--- config.mk ---
export PLATFORM = sky130hd
export DESIGN_NAME = fir_inverse
export DESIGN_NICKNAME = d
export VERILOG_FILES = /design/src/rtl/fir_inverse.sv
export SDC_FILE = /design/constraint.sdc
export NUM_CORES = 1
export LEC_CHECK = 0
export BUFFER_PORTS_ARGS = -buffer_cell sky130_fd_sc_hd__buf_2
export CAP_MARGIN = 10
export CELL_PAD_IN_SITES_DETAIL_PLACEMENT = 1
export CELL_PAD_IN_SITES_GLOBAL_PLACEMENT = 2
export CORE_MARGIN = 5
export CORE_UTILIZATION = 30
export CTS_CLUSTER_SIZE = 10
export DETAILED_ROUTE_END_ITERATION = 12
export GPL_TIMING_DRIVEN = 0
export PLACE_DENSITY_LB_ADDON = 0.1
export RECOVER_POWER = 50
export SLEW_MARGIN = 20
export SYNTH_ARGS = -nofsm -noshare
export SYNTH_HDL_FRONTEND = slang
export SYNTH_SLANG_ARGS = --single-unit
--- constraint.sdc ---
create_clock -name CLK -period 31.9 [get_ports CLK]
set_input_delay 6.38 -clock CLK [delete_from_list [all_inputs] [get_ports CLK]]
set_output_delay 6.38 -clock CLK [all_outputs]
set_load 0.01 [all_outputs]
--- src/rtl/fir_inverse.sv ---
// fir_inverse: streaming deconvolution of a 4-tap FIR using one shared multiplier
module fir_inverse #(
  parameter int DATA_W = 8,
  parameter int COEF_W = 3
) (
  input  logic              CLK,
  input  logic              reset,
  input  logic [COEF_W-1:0] B0,
  input  logic [COEF_W-1:0] B1,
  input  logic [COEF_W-1:0] B2,
  input  logic [COEF_W-1:0] B3,
  input  logic              in_valid,
  output logic              in_ready,
  input  logic [DATA_W-1:0] Din,
  output logic              out_valid,
  input  logic              out_ready,
  output logic [DATA_W-1:0] Dout,
  output logic              coef_err
);
  typedef enum logic [2:0] {IDLE, MAC2, MAC1, MAC0, SCALE, OUT} state_t;
  function automatic int nit();
    int k;
    k = 0;
    while ((3 << k) < DATA_W) k++;
    return k;
  endfunction
  localparam int NIT = nit();
  localparam logic [DATA_W-1:0] TWO = DATA_W'(2);
  // b*b == 1 mod 8 for odd b, and each Newton step doubles the correct bits
  function automatic logic [DATA_W-1:0] inv(input logic [DATA_W-1:0] b);
    logic [DATA_W-1:0] v;
    v = b;
    for (int i = 0; i < NIT; i++) v = v * (TWO - b * v);
    return v;
  endfunction
  state_t state, state_nx;
  logic [DATA_W-1:0] acc, h1, h2, h3, ma, mb, prod, x;
  logic [COEF_W-1:0] b0s, b1s, b2s, b3s;
  assign in_ready  = state == IDLE;
  assign out_valid = state == OUT;
  always_comb begin
    state_nx = state;
    case (state)
      IDLE:    state_nx = in_valid ? MAC2 : IDLE;
      MAC2:    state_nx = MAC1;
      MAC1:    state_nx = MAC0;
      MAC0:    state_nx = SCALE;
      SCALE:   state_nx = OUT;
      OUT:     state_nx = out_ready ? IDLE : OUT;
      default: state_nx = IDLE;
    endcase
  end
  // the single multiplier serves the three feedback taps and the final scale
  always_comb begin
    ma = state == MAC2 ? DATA_W'(b2s) : state == MAC1 ? DATA_W'(b1s) :
         state == MAC0 ? DATA_W'(b0s) : inv(DATA_W'(b3s));
    mb = state == MAC2 ? h1 : state == MAC1 ? h2 : state == MAC0 ? h3 : acc;
    prod = ma * mb;
    x = b3s[0] ? prod : '0;
  end
  always_ff @(posedge CLK) begin
    if (reset) begin
      state    <= IDLE;
      acc      <= '0;
      h1       <= '0;
      h2       <= '0;
      h3       <= '0;
      b0s      <= '0;
      b1s      <= '0;
      b2s      <= '0;
      b3s      <= '0;
      Dout     <= '0;
      coef_err <= 1'b0;
    end else begin
      state <= state_nx;
      if (state == IDLE && in_valid) begin
        acc <= Din;
        b0s <= B0;
        b1s <= B1;
        b2s <= B2;
        b3s <= B3;
      end
      if (state == MAC2 || state == MAC1 || state == MAC0) acc <= acc - prod;
      if (state == SCALE) begin
        Dout <= x;
        h3   <= h2;
        h2   <= h1;
        h1   <= x;
        if (!b3s[0]) coef_err <= 1'b1;
      end
    end
  end
endmodule

After elaboration in Yosys (flattened, before gate mapping)
Cells that the tools add are included.
{ "word_totals": {"reg_bits": 48, "in_bits": 24, "out_inout_bits": 11, "wordCells": 42} }
{ "classes": {"add_sub_neg": 3, "multipliers": 5, "eq_ne": 5, "muxes": 12, "bitwise": 1, "n_reduce_logical": 6} }
{ "op_table": {"columns": ["op", "n"], "rows": [
  ["8-bit two-way mux", 9],
  ["3-bit one-hot mux with 6 select lines", 1],
  ["3-bit by 8-bit multiplier with 8-bit output", 2],
  ["8-bit by 8-bit multiplier with 8-bit output", 2],
  ["2-bit by 8-bit subtractor with 8-bit output, first input constant", 1],
  ["8-bit subtractor", 1],
  ["2-bit by 6-bit subtractor with 7-bit output, first input constant", 1],
  ["3-bit by 2-bit == test with 1-bit output, second input constant", 2],
  ["3-bit == test, second input constant", 2],
  ["3-bit by 3-bit multiplier with 6-bit output", 1],
  ["3-bit by 1-bit == test with 1-bit output, second input constant", 1],
  ["3-bit zero test", 1],
  ["3-bit two-way mux", 1],
  ["1-bit logical OR", 2],
  ["2-bit AND reduction", 1],
  ["2-bit nonzero test", 1],
  ["1-bit logical AND", 1],
  ["1-bit two-way mux", 1],
  ["1-bit inverter", 1]
]} }

Longest topological paths before layout
{ "logic_depth": {"word_depth": 12, "ltp_mapped": 44, "depth_no_buf": 40} }

Worst setup path after synthesis
OpenSTA, ideal clock, no wires.
{ "synth_timing": {"path_type": "reg2reg", "from": "register b3s[0]", "to": "register h1[7]", "setup_time_ns": 0.128, "t_arrival_ns": 10.643, "required_ns": 31.772, "slack_ns": 21.130, "stages_incl_launch_ff": 44, "path_buffers": 4, "synth_period_minus_slack_ns": 10.770, "path_cell_list": "dfxtp_1 -> buf_2 -> buf_1 -> clkbuf_1 -> nand3_1 -> fa_1 -> buf_2 -> xor2_1 -> nand2_1 -> fa_1 -> inv_1 -> fa_1 -> nand2_1 -> fa_1 -> ha_1 -> ha_1 -> o21ai_1 -> nand2b_1 -> [8 not listed] -> fa_1 -> ha_1 -> xnor2_1 -> nand3_1 -> fa_1 -> inv_1 -> fa_1 -> fa_1 -> ha_1 -> a21oi_1 -> xor2_1 -> xnor2_1 -> xnor2_1 -> xnor2_1 -> xnor2_1 -> or3_1 -> a32oi_1 -> nor2_1"} }
{ "synth_via": {"elab_chain_len": 11} }
{ "synth_rtl": {"columns": ["item", "line", "rtl"], "rows": [
  ["start: declaration", "38", "logic [COEF_W-1:0] b0s, b1s, b2s, b3s;"],
  ["start signal: assignment", "71", "b3s <= '0;"],
  ["start signal: assignment", "81", "b3s <= B3;"],
  ["3-bit by 3-bit multiplier with 6-bit output", "33", "for (int i = 0; i < NIT; i++) v = v * (TWO - b * v);"],
  ["2-bit by 6-bit subtractor with 7-bit output", "33", null],
  ["3-bit by 8-bit multiplier with 8-bit output (2 in series)", "33", null],
  ["2-bit by 8-bit subtractor with 8-bit output", "33", null],
  ["8-bit by 8-bit multiplier with 8-bit output", "33", null],
  ["8-bit two-way mux", "56", "state == MAC0 ? DATA_W'(b0s) : inv(DATA_W'(b3s));"],
  ["8-bit two-way mux (2 in series)", "55", "ma = state == MAC2 ? DATA_W'(b2s) : state == MAC1 ? DATA_W'(b1s) :"],
  ["8-bit by 8-bit multiplier with 8-bit output", "58", "prod = ma * mb;"],
  ["8-bit two-way mux *", "59", "x = b3s[0] ? prod : '0;"],
  ["end signal: assignment", "65", "h1 <= '0;"],
  ["end signal: assignment", "88", "h1 <= x;"],
  ["end: declaration", "37", "logic [DATA_W-1:0] acc, h1, h2, h3, ma, mb, prod, x;"]
]} }
Every way passes the cells marked *; elsewhere a longest branch is shown, timed or not.
A chain may end at the register's enable or synchronous reset.

Worst setup path in the final report
Same ends and word-level chain as after synthesis.

==> metrics.md <==
| Metric | Value |
|---|---|
| Initial antenna violation count | `0` |
| Nets@finish | `765` |
| FFs w/ async S/R, synth | `0%` |
| Die height | `137.2 um` |
| Net Sw Power | `0.0001536 W` |
| Post-synth EDFFs | `0` |
| Yosys Warn Count | `0` |
| Max clock buf depth | `2` |
| WL/cell | `17.22 um` |
| Peak supply drop | `0.02893 mV` |
| Sequential share of the synthesized area | `19.79%` |
| Worst min-delay path category | `reg -> reg` |
| Initial Utilization | `30.57%` |
| Final ANT Viol Nets | `0` |
| Worst Clk Skew | `0.004603 ns` |
| Number of port buffers | `34` |
| Antenna Cells | `0` |
| Crit Path Category | `reg -> reg` |
| Worst endpoint data arrival time | `12.42 ns` |
| Drt total wl | `15,080 um` |
| Reg-to-reg slack, setup | `19.64 ns` |
| CP peak stage delay | `0.70 ns` |
| TritonCTS clock tree | `built` |
| Row count | `46` |
| Crit end category | `flip-flop` |
| Skew-Pair Late Insertion Delay | `0.29 ns` |
| Gr ovfl total | `0` |
| Sw frac | `43.88%` |
| Total CTS buffers | `5` |
| Layout cells sized above 1 | `7.727%` |
| Worst R2R Start | `b3s[0]` |
| Fill cell count | `1,985` |
| PD cells | `63.97 nW/um2` |
| Critical Path Start | `b3s[0]` |
| Outcome | `complete, no violations` |
| Mapped Cells | `613` |
| Gate power share | `61.8%` |
| Largest net degree at the start of global routing | `17` |
| CTS sink cnt | `48` |
| DRT iter0 DRCs | `136` |
| IO Pins | `35` |
| Worst hold path startpoint | `h3[3]` |
| GP Congestion | `0.8270` |
| Hold slack final | `0.4569 ns` |
| Register bit total from synthesis | `48` |
| Post-route DRC | `0` |
| Detailed Place HPWL | `12,260 um` |
| Int Pwr | `0.0001965 W` |
| Vias per cell | `4.830` |
| Die Wd | `137.2 um` |
| Cts hold-fix bufs | `0` |
| Mean cell area of the mapped netlist | `7.922 um2` |
| Endpoints failing setup | `0` |
| Relative slew margins | `48.01%` |
| Sum Neg Setup Slack | `0 ns` |
| Worst R2R Path Depth | `43` |
| Htree depth | `2` |
| P_leak | `2.395 nW` |
| CTS root buffer | `clkbuf_16` |
| Cts repair resizes | `0` |
| Final Max Tran Viols | `0` |
| Fin crit period | `12.26 ns` |
| Final period utilization | `38.43%` |
| Global Route Usage Sum | `16.85%` |
| First-pass GRT wire length | `24,760 um` |
| Worst EP required | `32.06 ns` |
| Reg-to-Reg End | `h1[7]` |
| Drt first pass iters | `4` |
| Unrepaired setup endpoints after global routing | `false` |
| CP Max Fanout | `10` |
| Number of setup buffers added after CTS | `0` |
| Tightest Pin Transition | `0.7799 ns` |
| Clk network pwr share | `17.9%` |
| Full die area | `18,830 um2` |
| Vias in the first global route | `4,548` |
| Post-Syn Area | `4856 um2` |
| Synth Flop Type | `dfxtp_1` |
| CP most frequent cell | `fa_1` |
| Clock transition at path regs | `0.07 ns` |
| Final hold vios | `0` |
| Hold path depth | `2` |
| Fmax | `81.57 MHz` |
| Synth unique cells | `55` |
| Hold-critical path endpoint | `h3[3]` |
| Core Area | `15,890 um2` |
| Via Count | `4,231` |
| Reg power frac | `20.3%` |
| Worst setup SP type | `flip-flop` |
| Max Cap Viol | `0` |
| Area growth, synth to finish | `12.70%` |
| CP max-delay cell | `fa_1` |
## Yosys cell counts, drive strengths merged, types with 9 or more instances
library cell | count | area (um2)
a21o | 17 | 127.6
a21oi | 63 | 319.1
buf | 10 | 58.80
clkbuf | 24 | 90.09
dfxtp | 48 | 960.9
fa | 31 | 620.6
ha | 51 | 638.1
inv | 43 | 161.4
mux2i | 11 | 110.1
nand2 | 104 | 390.4
nand2b | 11 | 68.82
nand3 | 16 | 85.08
nor2 | 60 | 225.2
o21ai | 9 | 45.04
xnor2 | 32 | 280.3
xor2 | 16 | 147.7
## placed cells by master (no fill, tap or decap), types with 2 or more instances in the layout
cell type,count
clkbuf_16,5
a21o_1,17
nand2b_1,11
clkbuf_1,35
o21ai_1,2
a32oi_1,2
xnor2_1,32
a211oi_1,2
xor2_1,15
nor2b_1,7
ha_1,51
inv_1,43
o21ai_0,7
a22oi_1,2
buf_6,2
and3_1,3
nor3b_1,2
nor2_1,60
buf_1,3
conb_1,7
a21oi_1,62
fa_1,31
nand3_1,15
mux2i_1,11
or3_1,2
and2_1,5
buf_2,28
dfxtp_1,48
nor3_1,4
a311oi_1,5
or2_2,3
nand2_1,104
o22ai_1,7
## layer usage
layer  up-vias  track usage (%)  part of all wire [%]
met3         7            2.118                   2.4
li1       2107                -                     -
met2        45            27.22                    45
met1      2072            24.54                    52
met5         -                0                     0
met4         0            2.550                  0.68
## area by class of cell
class	instances	area (um2)	share of cell area, %
clock buffer	5	125.1	2.286
multi-input combinational	493	3603	65.84
tap	216	270.3	4.938
timing repair buffer	34	156.4	2.858
sequential	48	960.9	17.56
inverter	43	161.4	2.949
buffer	34	148.9	2.721
clock inverter	3	46.29	0.8459
## flip-flops by register name, summed over array words and instances (netlist names)
signal / count
h3: 8
acc: 8
b1s: 3
coef_err: 1
h1: 8
h2: 8
b2s: 3
b0s: 3
state: 3
b3s: 3
## metrics by stage
step	cell area (um2)	std cells	utilization (%)	worst slack [ns]	power, W
3_5_place_dp	5315	868	33.46	19.56	0.0002907
2_1_floorplan	4875	618	-	21.13	0.0002367
6_report	5473	876	34.45	19.64	0.0003501
3_3_place_gp	5315	868	33.46	19.63	0.0002866
4_1_cts	5487	876	34.54	19.44	0.0003561
5_1_grt	5473	876	34.45	18.64	0.0003854
## power groups by stage
stage                clock, W  combinational [W]  sequential [W]
global placement            0           0.000214       0.0000724
finish              0.0000626           0.000216       0.0000712
detailed placement          0           0.000218       0.0000728
floorplan                   0           0.000167       0.0000701
global route        0.0000676           0.000246       0.0000720
CTS                 0.0000647           0.000220       0.0000714
## cell families (layout without fill, tap and decap cells)
group	after synthesis	in the layout	synth area share, %
xor+xnor	50	50	9.766
buf+inv	77	119	6.390
mux	12	12	2.499
flops	48	48	19.79
fa+ha+maj	82	82	25.92
other cells	2	7	0.1547
simple gates	224	224	20.46
compound gates	118	118	15.02
## worst max-delay path, delay by kind of cell, from the launching register on
family / cells / cell delay, ns
adder cells (fa/ha/maj): 15 / 6.52
AO/OA/AOI/OAI: 4 / 0.73
buffers and inverters: 6 / 1.43
AND/OR/NAND/NOR: 8 / 1.18
XOR/XNOR: 10 / 1.92
flip-flops: 1 / 0.34
## worst max-delay path by stage
| stage | to | cells after the start |
|---|---|---|
| 2_1_floorplan | h1[7] | 43 |
| 3_3_place_gp | h1[7] | 43 |
| 3_5_place_dp | h1[7] | 43 |
| 4_1_cts | h1[7] | 43 |
| 5_1_grt | h1[7] | 43 |
| 6_report | h1[7] | 43 |
Note: power is estimated with default switching activity, not from simulation.
